==> src/rtl/cci_mpf_csr_event_counters.sv <==
// MPF shim event counters with a pipelined, indexed CSR read port.
//
// Seven single-cycle event wires are registered once (stage E), then each one
// increments its own N_CTR_BITS-wide counter. Counters either wrap or saturate,
// depending on SATURATE. The CSR read port has two pipeline stages:
//   cycle R   : rd_req/rd_idx sampled, counter selected and registered
//   cycle R+1 : selected value zero-extended and registered
//   cycle R+2 : rd_rsp_valid/rd_rsp_data presented for one cycle
//
// Optional feature: define MPF_CSR_EVENT_SNAPSHOT_EN to add shadow registers.
// When it is defined, snap_req copies every counter into a shadow register,
// and reads return the shadow copies. When it is not defined, snap_req is
// ignored and reads return the live counters.

module cci_mpf_csr_event_counters #(
    parameter int unsigned N_CTR_BITS = 64,
    parameter bit          SATURATE   = 1'b0
) (
    input  logic        clk,
    input  logic        reset,

    input  logic        vtp_4kb_hit,
    input  logic        vtp_4kb_miss,
    input  logic        vtp_2mb_hit,
    input  logic        vtp_2mb_miss,
    input  logic        vtp_pt_walk_busy,
    input  logic        vtp_failed_translation,
    input  logic        vc_map_mapping_changed,

    input  logic        clr_all,
    input  logic        clr_one,
    input  logic [2:0]  clr_idx,

    input  logic        rd_req,
    input  logic [2:0]  rd_idx,
    input  logic        snap_req,

    output logic        rd_rsp_valid,
    output logic [63:0] rd_rsp_data
);

    localparam int unsigned NumEvents = 7;

    typedef logic [N_CTR_BITS-1:0] ctr_t;

    // ------------------------------------------------------------------
    // Stage E: event registers
    // ------------------------------------------------------------------
    logic [NumEvents-1:0] ev_d, ev_q;

    // Gather the event wires into a vector ordered by counter index.
    always_comb begin
        ev_d = {vc_map_mapping_changed, vtp_failed_translation, vtp_pt_walk_busy,
                vtp_2mb_miss, vtp_2mb_hit, vtp_4kb_miss, vtp_4kb_hit};
    end

    // Register the events so that every counter sees a clean one-cycle pulse.
    always_ff @(posedge clk) begin
        if (reset) begin
            ev_q <= '0;
        end else begin
            ev_q <= ev_d;
        end
    end

    // ------------------------------------------------------------------
    // Counters
    // ------------------------------------------------------------------
    logic [NumEvents-1:0] clr_vec;
    ctr_t                 ctr_d [NumEvents];
    ctr_t                 ctr_q [NumEvents];

    // Decode the clears. clr_all overrides clr_one, and clr_idx 7 selects nothing.
    always_comb begin
        clr_vec = '0;
        for (int i = 0; i < NumEvents; i++) begin
            if (clr_all || (clr_one && (clr_idx == 3'(i)))) begin
                clr_vec[i] = 1'b1;
            end
        end
    end

    // Compute each counter's next value. A clear comes before the count, so a
    // clear in the same cycle as an event leaves the counter at 1.
    always_comb begin
        for (int i = 0; i < NumEvents; i++) begin
            ctr_d[i] = ctr_q[i];
            if (clr_vec[i]) begin
                ctr_d[i] = ev_q[i] ? ctr_t'(1'b1) : '0;
            end else if (ev_q[i]) begin
                if (SATURATE && (&ctr_q[i])) begin
                    ctr_d[i] = ctr_q[i];
                end else begin
                    ctr_d[i] = ctr_q[i] + ctr_t'(1'b1);
                end
            end
        end
    end

    // Counter state registers.
    always_ff @(posedge clk) begin
        if (reset) begin
            for (int i = 0; i < NumEvents; i++) begin
                ctr_q[i] <= '0;
            end
        end else begin
            for (int i = 0; i < NumEvents; i++) begin
                ctr_q[i] <= ctr_d[i];
            end
        end
    end

    // ------------------------------------------------------------------
    // Read source: shadow copies or live counters
    // ------------------------------------------------------------------
    ctr_t rd_src [NumEvents];

`ifdef MPF_CSR_EVENT_SNAPSHOT_EN
    ctr_t shadow_d [NumEvents];
    ctr_t shadow_q [NumEvents];

    // On snap_req, copy the current counter values. Clears do not affect shadows.
    always_comb begin
        for (int i = 0; i < NumEvents; i++) begin
            shadow_d[i] = snap_req ? ctr_q[i] : shadow_q[i];
        end
    end

    // Shadow registers.
    always_ff @(posedge clk) begin
        if (reset) begin
            for (int i = 0; i < NumEvents; i++) begin
                shadow_q[i] <= '0;
            end
        end else begin
            for (int i = 0; i < NumEvents; i++) begin
                shadow_q[i] <= shadow_d[i];
            end
        end
    end

    // Reads see the shadow copies.
    always_comb begin
        for (int i = 0; i < NumEvents; i++) begin
            rd_src[i] = shadow_q[i];
        end
    end
`else
    logic unused_snap_req;
    assign unused_snap_req = snap_req;

    // Reads see the live counters.
    always_comb begin
        for (int i = 0; i < NumEvents; i++) begin
            rd_src[i] = ctr_q[i];
        end
    end
`endif

    // ------------------------------------------------------------------
    // Read pipeline
    // ------------------------------------------------------------------
    logic        rd1_v_d, rd1_v_q;
    ctr_t        rd1_data_d, rd1_data_q;
    logic        rsp_v_d, rsp_v_q;
    logic [63:0] rsp_data_d, rsp_data_q;

    // Stage 1: select the requested counter using its value from the request cycle.
    // Index 7, and any cycle with no request, produce 0.
    always_comb begin
        rd1_v_d    = rd_req;
        rd1_data_d = '0;
        for (int i = 0; i < NumEvents; i++) begin
            if (rd_req && (rd_idx == 3'(i))) begin
                rd1_data_d = rd_src[i];
            end
        end
    end

    // Stage 2: zero-extend the selected value to the 64-bit CSR width.
    always_comb begin
        rsp_v_d                     = rd1_v_q;
        rsp_data_d                  = '0;
        rsp_data_d[N_CTR_BITS-1:0]  = rd1_data_q;
    end

    // Pipeline registers. A reset drops any read that is in flight.
    always_ff @(posedge clk) begin
        if (reset) begin
            rd1_v_q    <= 1'b0;
            rd1_data_q <= '0;
            rsp_v_q    <= 1'b0;
            rsp_data_q <= '0;
        end else begin
            rd1_v_q    <= rd1_v_d;
            rd1_data_q <= rd1_data_d;
            rsp_v_q    <= rsp_v_d;
            rsp_data_q <= rsp_data_d;
        end
    end

    // Drive the read response outputs.
    always_comb begin
        rd_rsp_valid = rsp_v_q;
        rd_rsp_data  = rsp_data_q;
    end

endmodule

==> config.mk <==
export PLATFORM = sky130hd
export DESIGN_NAME = cci_mpf_csr_event_counters
export DESIGN_NICKNAME = d
export VERILOG_FILES = /design/src/rtl/cci_mpf_csr_event_counters.sv
export SDC_FILE = /design/constraint.sdc
export NUM_CORES = 1
export LEC_CHECK = 0
export ABC_AREA = 1
export BUFFER_PORTS_ARGS = -buffer_cell sky130_fd_sc_hd__buf_2
export CORE_MARGIN = 1.5
export CORE_UTILIZATION = 52
export CTS_CLUSTER_DIAMETER = 100
export CTS_CLUSTER_SIZE = 8
export DETAILED_ROUTE_END_ITERATION = 12
export GPL_TIMING_DRIVEN = 0
export PLACE_DENSITY = 0.72
export SLEW_MARGIN = 25
export SYNTH_ARGS = -nofsm -noshare
export SYNTH_HDL_FRONTEND = slang
export SYNTH_SLANG_ARGS = --single-unit
==> constraint.sdc <==
create_clock -name clk -period 1.9 [get_ports clk]
set_clock_uncertainty 0.15 [all_clocks]
set_input_delay 0.285 -clock clk [delete_from_list [all_inputs] [get_ports clk]]
set_output_delay 0.285 -clock clk [all_outputs]
set_load 0.03 [all_outputs]
==> flow_summary.html <==
<table>
<tr><th>Metric</th><th>Value</th></tr>
<tr><th colspan="2">Run status</th></tr>
<tr><td>Result of the run</td><td>finished, violations left</td></tr>
<tr><td>Violated checks</td><td>setup timing</td></tr>
<tr><th colspan="2">Pwr</th></tr>
<tr><td>Comb pwr share</td><td>0.037</td></tr>
<tr><td>Total power</td><td>26.90 mW</td></tr>
<tr><td>Peak supply drop</td><td>874.1 uV</td></tr>
<tr><td>Switching share of total power</td><td>0.2453</td></tr>
<tr><td>Switching power summed over all nets</td><td>6.598 mW</td></tr>
<tr><td>LEAKAGE</td><td>14.01 nW</td></tr>
<tr><td>Power Internal</td><td>20.30 mW</td></tr>
<tr><td>Share of power burned in registers</td><td>0.457</td></tr>
<tr><td>Pwr/cell area</td><td>670.7 nW/um^2</td></tr>
<tr><td>Clk pwr share</td><td>0.506</td></tr>
<tr><th colspan="2">Synth</th></tr>
<tr><td>Number of enable flip-flop cells after synthesis</td><td>0</td></tr>
<tr><td>Synth Area per Inst</td><td>6.361 sq um</td></tr>
<tr><td>Synth unique cells</td><td>49</td></tr>
<tr><td>Main area contributors after synthesis</td><td>sky130_fd_sc_hd__dfxtp_1 36%, sky130_fd_sc_hd__nand2_1 14%, sky130_fd_sc_hd__nor2_1 9.7%</td></tr>
<tr><td>Post-synthesis register bit count</td><td>585</td></tr>
<tr><td>Share of the yosys chip area belonging to registers</td><td>0.3569</td></tr>
<tr><td>Post-synth ARST share</td><td>0</td></tr>
<tr><td>Synthesized netlist net count</td><td>5185</td></tr>
<tr><td>Number of warnings issued by yosys</td><td>0</td></tr>
<tr><td>Share of Yosys cell area claimed by the top area cell type</td><td>0.3569</td></tr>
<tr><td>Primary FF master, synth</td><td>sky130_fd_sc_hd__dfxtp_1</td></tr>
<tr><td>Cell type contributing the most total cell area after synthesis</td><td>sky130_fd_sc_hd__dfxtp_1</td></tr>
<tr><td>Number of standard cells after synthesis</td><td>5159</td></tr>
<tr><td>Mapped cell area</td><td>32820 sq um</td></tr>
<tr><th colspan="2">Timing</th></tr>
<tr><td>Maximum clock frequency</td><td>494.5 MHz</td></tr>
<tr><td>Final-report setup violation count</td><td>41</td></tr>
<tr><td>Post-route setup TNS</td><td>-2.306 ns</td></tr>
<tr><td>Actual slew at the worst max-slew pin</td><td>0.8615 ns</td></tr>
<tr><td>Final Max Slew Viols</td><td>0</td></tr>
<tr><td>Tcrit/Tclk final</td><td>1.064</td></tr>
<tr><td>RSZ-0062 raised after global routing</td><td>true</td></tr>
<tr><td>Final period demand of the worst path</td><td>2.022 ns</td></tr>
<tr><td>Worst max-slew margin expressed relative to the limit</td><td>0.4257</td></tr>
<tr><td>Worst Slack Setup Final</td><td>-0.1224 ns</td></tr>
<tr><td>Hold Vio Cnt, Final</td><td>0</td></tr>
<tr><th colspan="2">Global route</th></tr>
<tr><td>Via count of the first global-routing pass</td><td>31340</td></tr>
<tr><td>Largest net degree at the start of global routing</td><td>14</td></tr>
<tr><td>Wire length of the first global-routing pass</td><td>200000 um</td></tr>
<tr><td>Combined global-route utilization of all metal layers</td><td>0.4199</td></tr>
<tr><td>Overflow left after global routing</td><td>0</td></tr>
<tr><td>Antenna violations before repair</td><td>3</td></tr>
<tr><th colspan="2">Critical path</th></tr>
<tr><td>Logic depth of the worst path, buffers included</td><td>6</td></tr>
<tr><td>Worst Path Required</td><td>2.25 ns</td></tr>
<tr><td>Worst Path Arrival</td><td>2.37 ns</td></tr>
<tr><td>Worst path bufs/invs</td><td>4</td></tr>
<tr><td>CP max-delay cell</td><td>sky130_fd_sc_hd__clkbuf_1</td></tr>
<tr><td>Start point of the critical path</td><td>reset</td></tr>
<tr><td>Maximum fanout count along the critical path</td><td>10</td></tr>
<tr><td>Startpoint type of the worst setup path</td><td>input pin</td></tr>
<tr><td>Cell breakdown of the critical path</td><td>buf_2 &gt; buf_2 &gt; nor2_4 &gt; inv_2 &gt; clkbuf_1 &gt; a21oi_1</td></tr>
<tr><td>Worst r2r src</td><td>ctr_q[1][2]$_SDFFE_PP0P_</td></tr>
<tr><td>Cell occurring most often along the worst timing path</td><td>sky130_fd_sc_hd__buf_2</td></tr>
<tr><td>Kind of cell adding the most delay to the critical path</td><td>buffers and inverters</td></tr>
<tr><td>Delay contributed by the slowest stage of the critical path</td><td>0.61 ns</td></tr>
<tr><td>Critical Setup Path Class</td><td>in2reg</td></tr>
<tr><td>FF-to-FF setup slack</td><td>-0.11 ns</td></tr>
<tr><td>Critical path endpoint category</td><td>flop</td></tr>
<tr><td>Path depth of the worst reg2reg path</td><td>7</td></tr>
<tr><th colspan="2">Hold path</th></tr>
<tr><td>Min-delay src</td><td>clr_idx[0]</td></tr>
<tr><td>Worst Hold Depth</td><td>6</td></tr>
<tr><td>Hold WC Path Type</td><td>in2reg</td></tr>
<tr><th colspan="2">CTS</th></tr>
<tr><td>Clock tree from TritonCTS</td><td>built</td></tr>
<tr><td>Number of clock buffers inserted by TritonCTS</td><td>83</td></tr>
<tr><td>Clock-pin slew on the worst setup and hold paths</td><td>0.06 ns</td></tr>
<tr><td>Insertion delay of the later-clocked pin in the worst-skew pair</td><td>0.65 ns</td></tr>
<tr><td>Largest buffer count on any clock path</td><td>3</td></tr>
<tr><td>CTS root buffer</td><td>sky130_fd_sc_hd__clkbuf_16</td></tr>
<tr><td>Number of sinks on the clock net</td><td>585</td></tr>
<tr><td>CTS H-Tree Depth</td><td>3</td></tr>
<tr><th colspan="2">Cells and area</th></tr>
<tr><td>Area growth from synthesis to layout</td><td>22.22%</td></tr>
<tr><td>Filler cell count in the final layout</td><td>5811</td></tr>
<tr><td>Most frequent standard cell in the layout excluding fill and tap cells</td><td>sky130_fd_sc_hd__nand2_1</td></tr>
<tr><td>Fin cells</td><td>6287</td></tr>
<tr><td>Post-layout net count</td><td>5469</td></tr>
<tr><td>Number of inserted diodes</td><td>0</td></tr>
<tr><td>Most frequent cells in the layout</td><td>1167 x sky130_fd_sc_hd__nand2_1, 683 x sky130_fd_sc_hd__nor2_1, 627 x sky130_fd_sc_hd__inv_1</td></tr>
<tr><td>Layout cell share with drive strength beyond 1</td><td>0.2229</td></tr>
<tr><th colspan="2">Drt</th></tr>
<tr><td>Count of nets left with antenna violations after detail routing</td><td>0</td></tr>
<tr><td>Initial DRC Count</td><td>4623</td></tr>
<tr><td>Vias</td><td>36490</td></tr>
<tr><td>Via density per instance</td><td>5.804</td></tr>
<tr><td>First-pass DRT Iterations</td><td>7</td></tr>
<tr><td>Aggregate routed wire length</td><td>140700 um</td></tr>
<tr><td>WL per Instance</td><td>22.37 um</td></tr>
<tr><td>DRC</td><td>0</td></tr>
<tr><th colspan="2">Floorplanning</th></tr>
<tr><td>Area enclosed by the die boundary</td><td>64620 sq um</td></tr>
<tr><td>Die height</td><td>254.2 um</td></tr>
<tr><td>Effective utilization at floorplan</td><td>0.5288</td></tr>
<tr><td>IO Count</td><td>84</td></tr>
<tr><td>Core ar.</td><td>62050 sq um</td></tr>
<tr><td>Cell row count</td><td>91</td></tr>
<tr><td>Die X-Extent</td><td>254.2 um</td></tr>
<tr><th colspan="2">Placed design</th></tr>
<tr><td>Dpl ws</td><td>-1.014 ns</td></tr>
<tr><td>HPWL reported at the end of detailed placement</td><td>108700 um</td></tr>
<tr><td>Port bufs</td><td>81</td></tr>
<tr><td>Inst Count DP</td><td>6077</td></tr>
<tr><td>RD Place Congestion</td><td>1.111</td></tr>
<tr><th colspan="2">Run</th></tr>
<tr><td>Count of max-cap constraint violations</td><td>0</td></tr>
</table>
==> area by class of cell <==
| class | instances | area (sq um) | share of cell area |
|---|---|---|---|
| Tap cell | 837 | 1047 | 0.02611 |
| Timing Repair Buffer | 199 | 1349 | 0.03363 |
| Inverter | 686 | 2587 | 0.06452 |
| Sequential cell | 585 | 12130 | 0.3026 |
| Multi-Input combinational cell | 3778 | 20220 | 0.5041 |
| Clock inverter | 8 | 171.4 | 0.004274 |
| Buffer | 110 | 518.0 | 0.01292 |
| Clock buffer | 84 | 2081 | 0.05188 |
==> power by group through the flow <==
| stage | clock (mW) | sequential, mW | combinational (mW) |
|---|---|---|---|
| 2_1_floorplan | 0 | 12.6 | 0.468 |
| 5_1_grt | 14.1 | 12.3 | 1.03 |
| 3_5_place_dp | 0 | 12.6 | 0.843 |
| 6_report | 13.6 | 12.3 | 0.982 |
| 4_1_cts | 13.6 | 12.4 | 0.901 |
| 3_3_place_gp | 0 | 12.6 | 0.835 |
==> worst reg2reg max path: cells and delay by family (launching register included) <==
kind            cells  cell delay, ns
compound gates      2            0.69
buf+inv             2            0.20
flops               1            0.35
simple gates        3            0.52
==> metrics by stage <==
step,area [sq um],hold WS [ns],utilization
after global routing,40110,0.09901,0.6463
final,40110,0.03511,0.6463
after global placement,34270,0.2384,0.5522
after floorplan,32820,0.2383,-
after detailed placement,34270,0.2420,0.5523
after CTS,37720,0.004620,0.6079
==> worst paths after layout <==
kind / to
worst max-delay path: ctr_q[6][32]$_SDFFE_PP0P_
worst min-delay path: ctr_q[3][17]$_SDFFE_PP0P_
worst max register to register: rd1_data_q[2]$_SDFF_PP0_
worst min register to register: rd_rsp_data[24]$_SDFF_PP0_
==> cell usage after synthesis (14+ instances only) <==
master and instances:
sky130_fd_sc_hd__a21oi_1 298, sky130_fd_sc_hd__buf_1 14, sky130_fd_sc_hd__buf_2 35, sky130_fd_sc_hd__clkbuf_1 55, sky130_fd_sc_hd__dfxtp_1 585, sky130_fd_sc_hd__inv_1 649
sky130_fd_sc_hd__inv_2 34, sky130_fd_sc_hd__nand2_1 1251, sky130_fd_sc_hd__nand2_2 31, sky130_fd_sc_hd__nand3_1 311, sky130_fd_sc_hd__nand3b_1 21, sky130_fd_sc_hd__nand4_1 155
sky130_fd_sc_hd__nor2_1 852, sky130_fd_sc_hd__nor2_2 90, sky130_fd_sc_hd__nor2_4 36, sky130_fd_sc_hd__nor3_1 146, sky130_fd_sc_hd__nor3_2 19, sky130_fd_sc_hd__nor4_1 15
sky130_fd_sc_hd__o21ai_0 209, sky130_fd_sc_hd__o21bai_1 51, sky130_fd_sc_hd__o22ai_1 36, sky130_fd_sc_hd__or2_0 18, sky130_fd_sc_hd__or2_2 15, sky130_fd_sc_hd__xnor2_1 44
sky130_fd_sc_hd__xor2_1 81
==> layer usage <==
metal / GRT usage / up-vias / routed length, um
li1: - / 17040 / -
met1: 0.5929 / 16930 / 58510
met2: 0.6041 / 2145 / 57130
met3: 0.09767 / 365 / 17360
met4: 0.1912 / 2 / 7640
met5: 0 / - / 17
==> logic make-up (layout without fill, tap and decap cells) <==
logic type      count (synthesis)  in the layout  share of synthesized area
compound gates                636            636                     0.1043
xor+xnor                      125            125                    0.03336
fa+ha+maj                       7              7                   0.002669
buf+inv                       796           1087                    0.09303
flops                         585            585                     0.3569
simple gates                 3010           3010                     0.4097
==> sequential cells by signal, indices dropped and copies added, names as in the netlist <==
| signal | flops |
|---|---|
| ctr_q | 448 |
| ev_q | 7 |
| rd1_data_q | 64 |
| rd1_v_q | 1 |
| rd_rsp_data | 64 |
| rd_rsp_valid | 1 |
==> timing repair <==
| action | in CTS | in global routing |
|---|---|---|
| pin swaps | 26 | 143 |
| gates resized for setup | 282 | 624 |
| endpoints found under the hold margin | 15 | 0 |
| setup endpoints to repair | 316 | 325 |
| buffers inserted | 20 | 81 |
| hold buffers | 17 | 0 |
(Power assumes the default switching activity.)
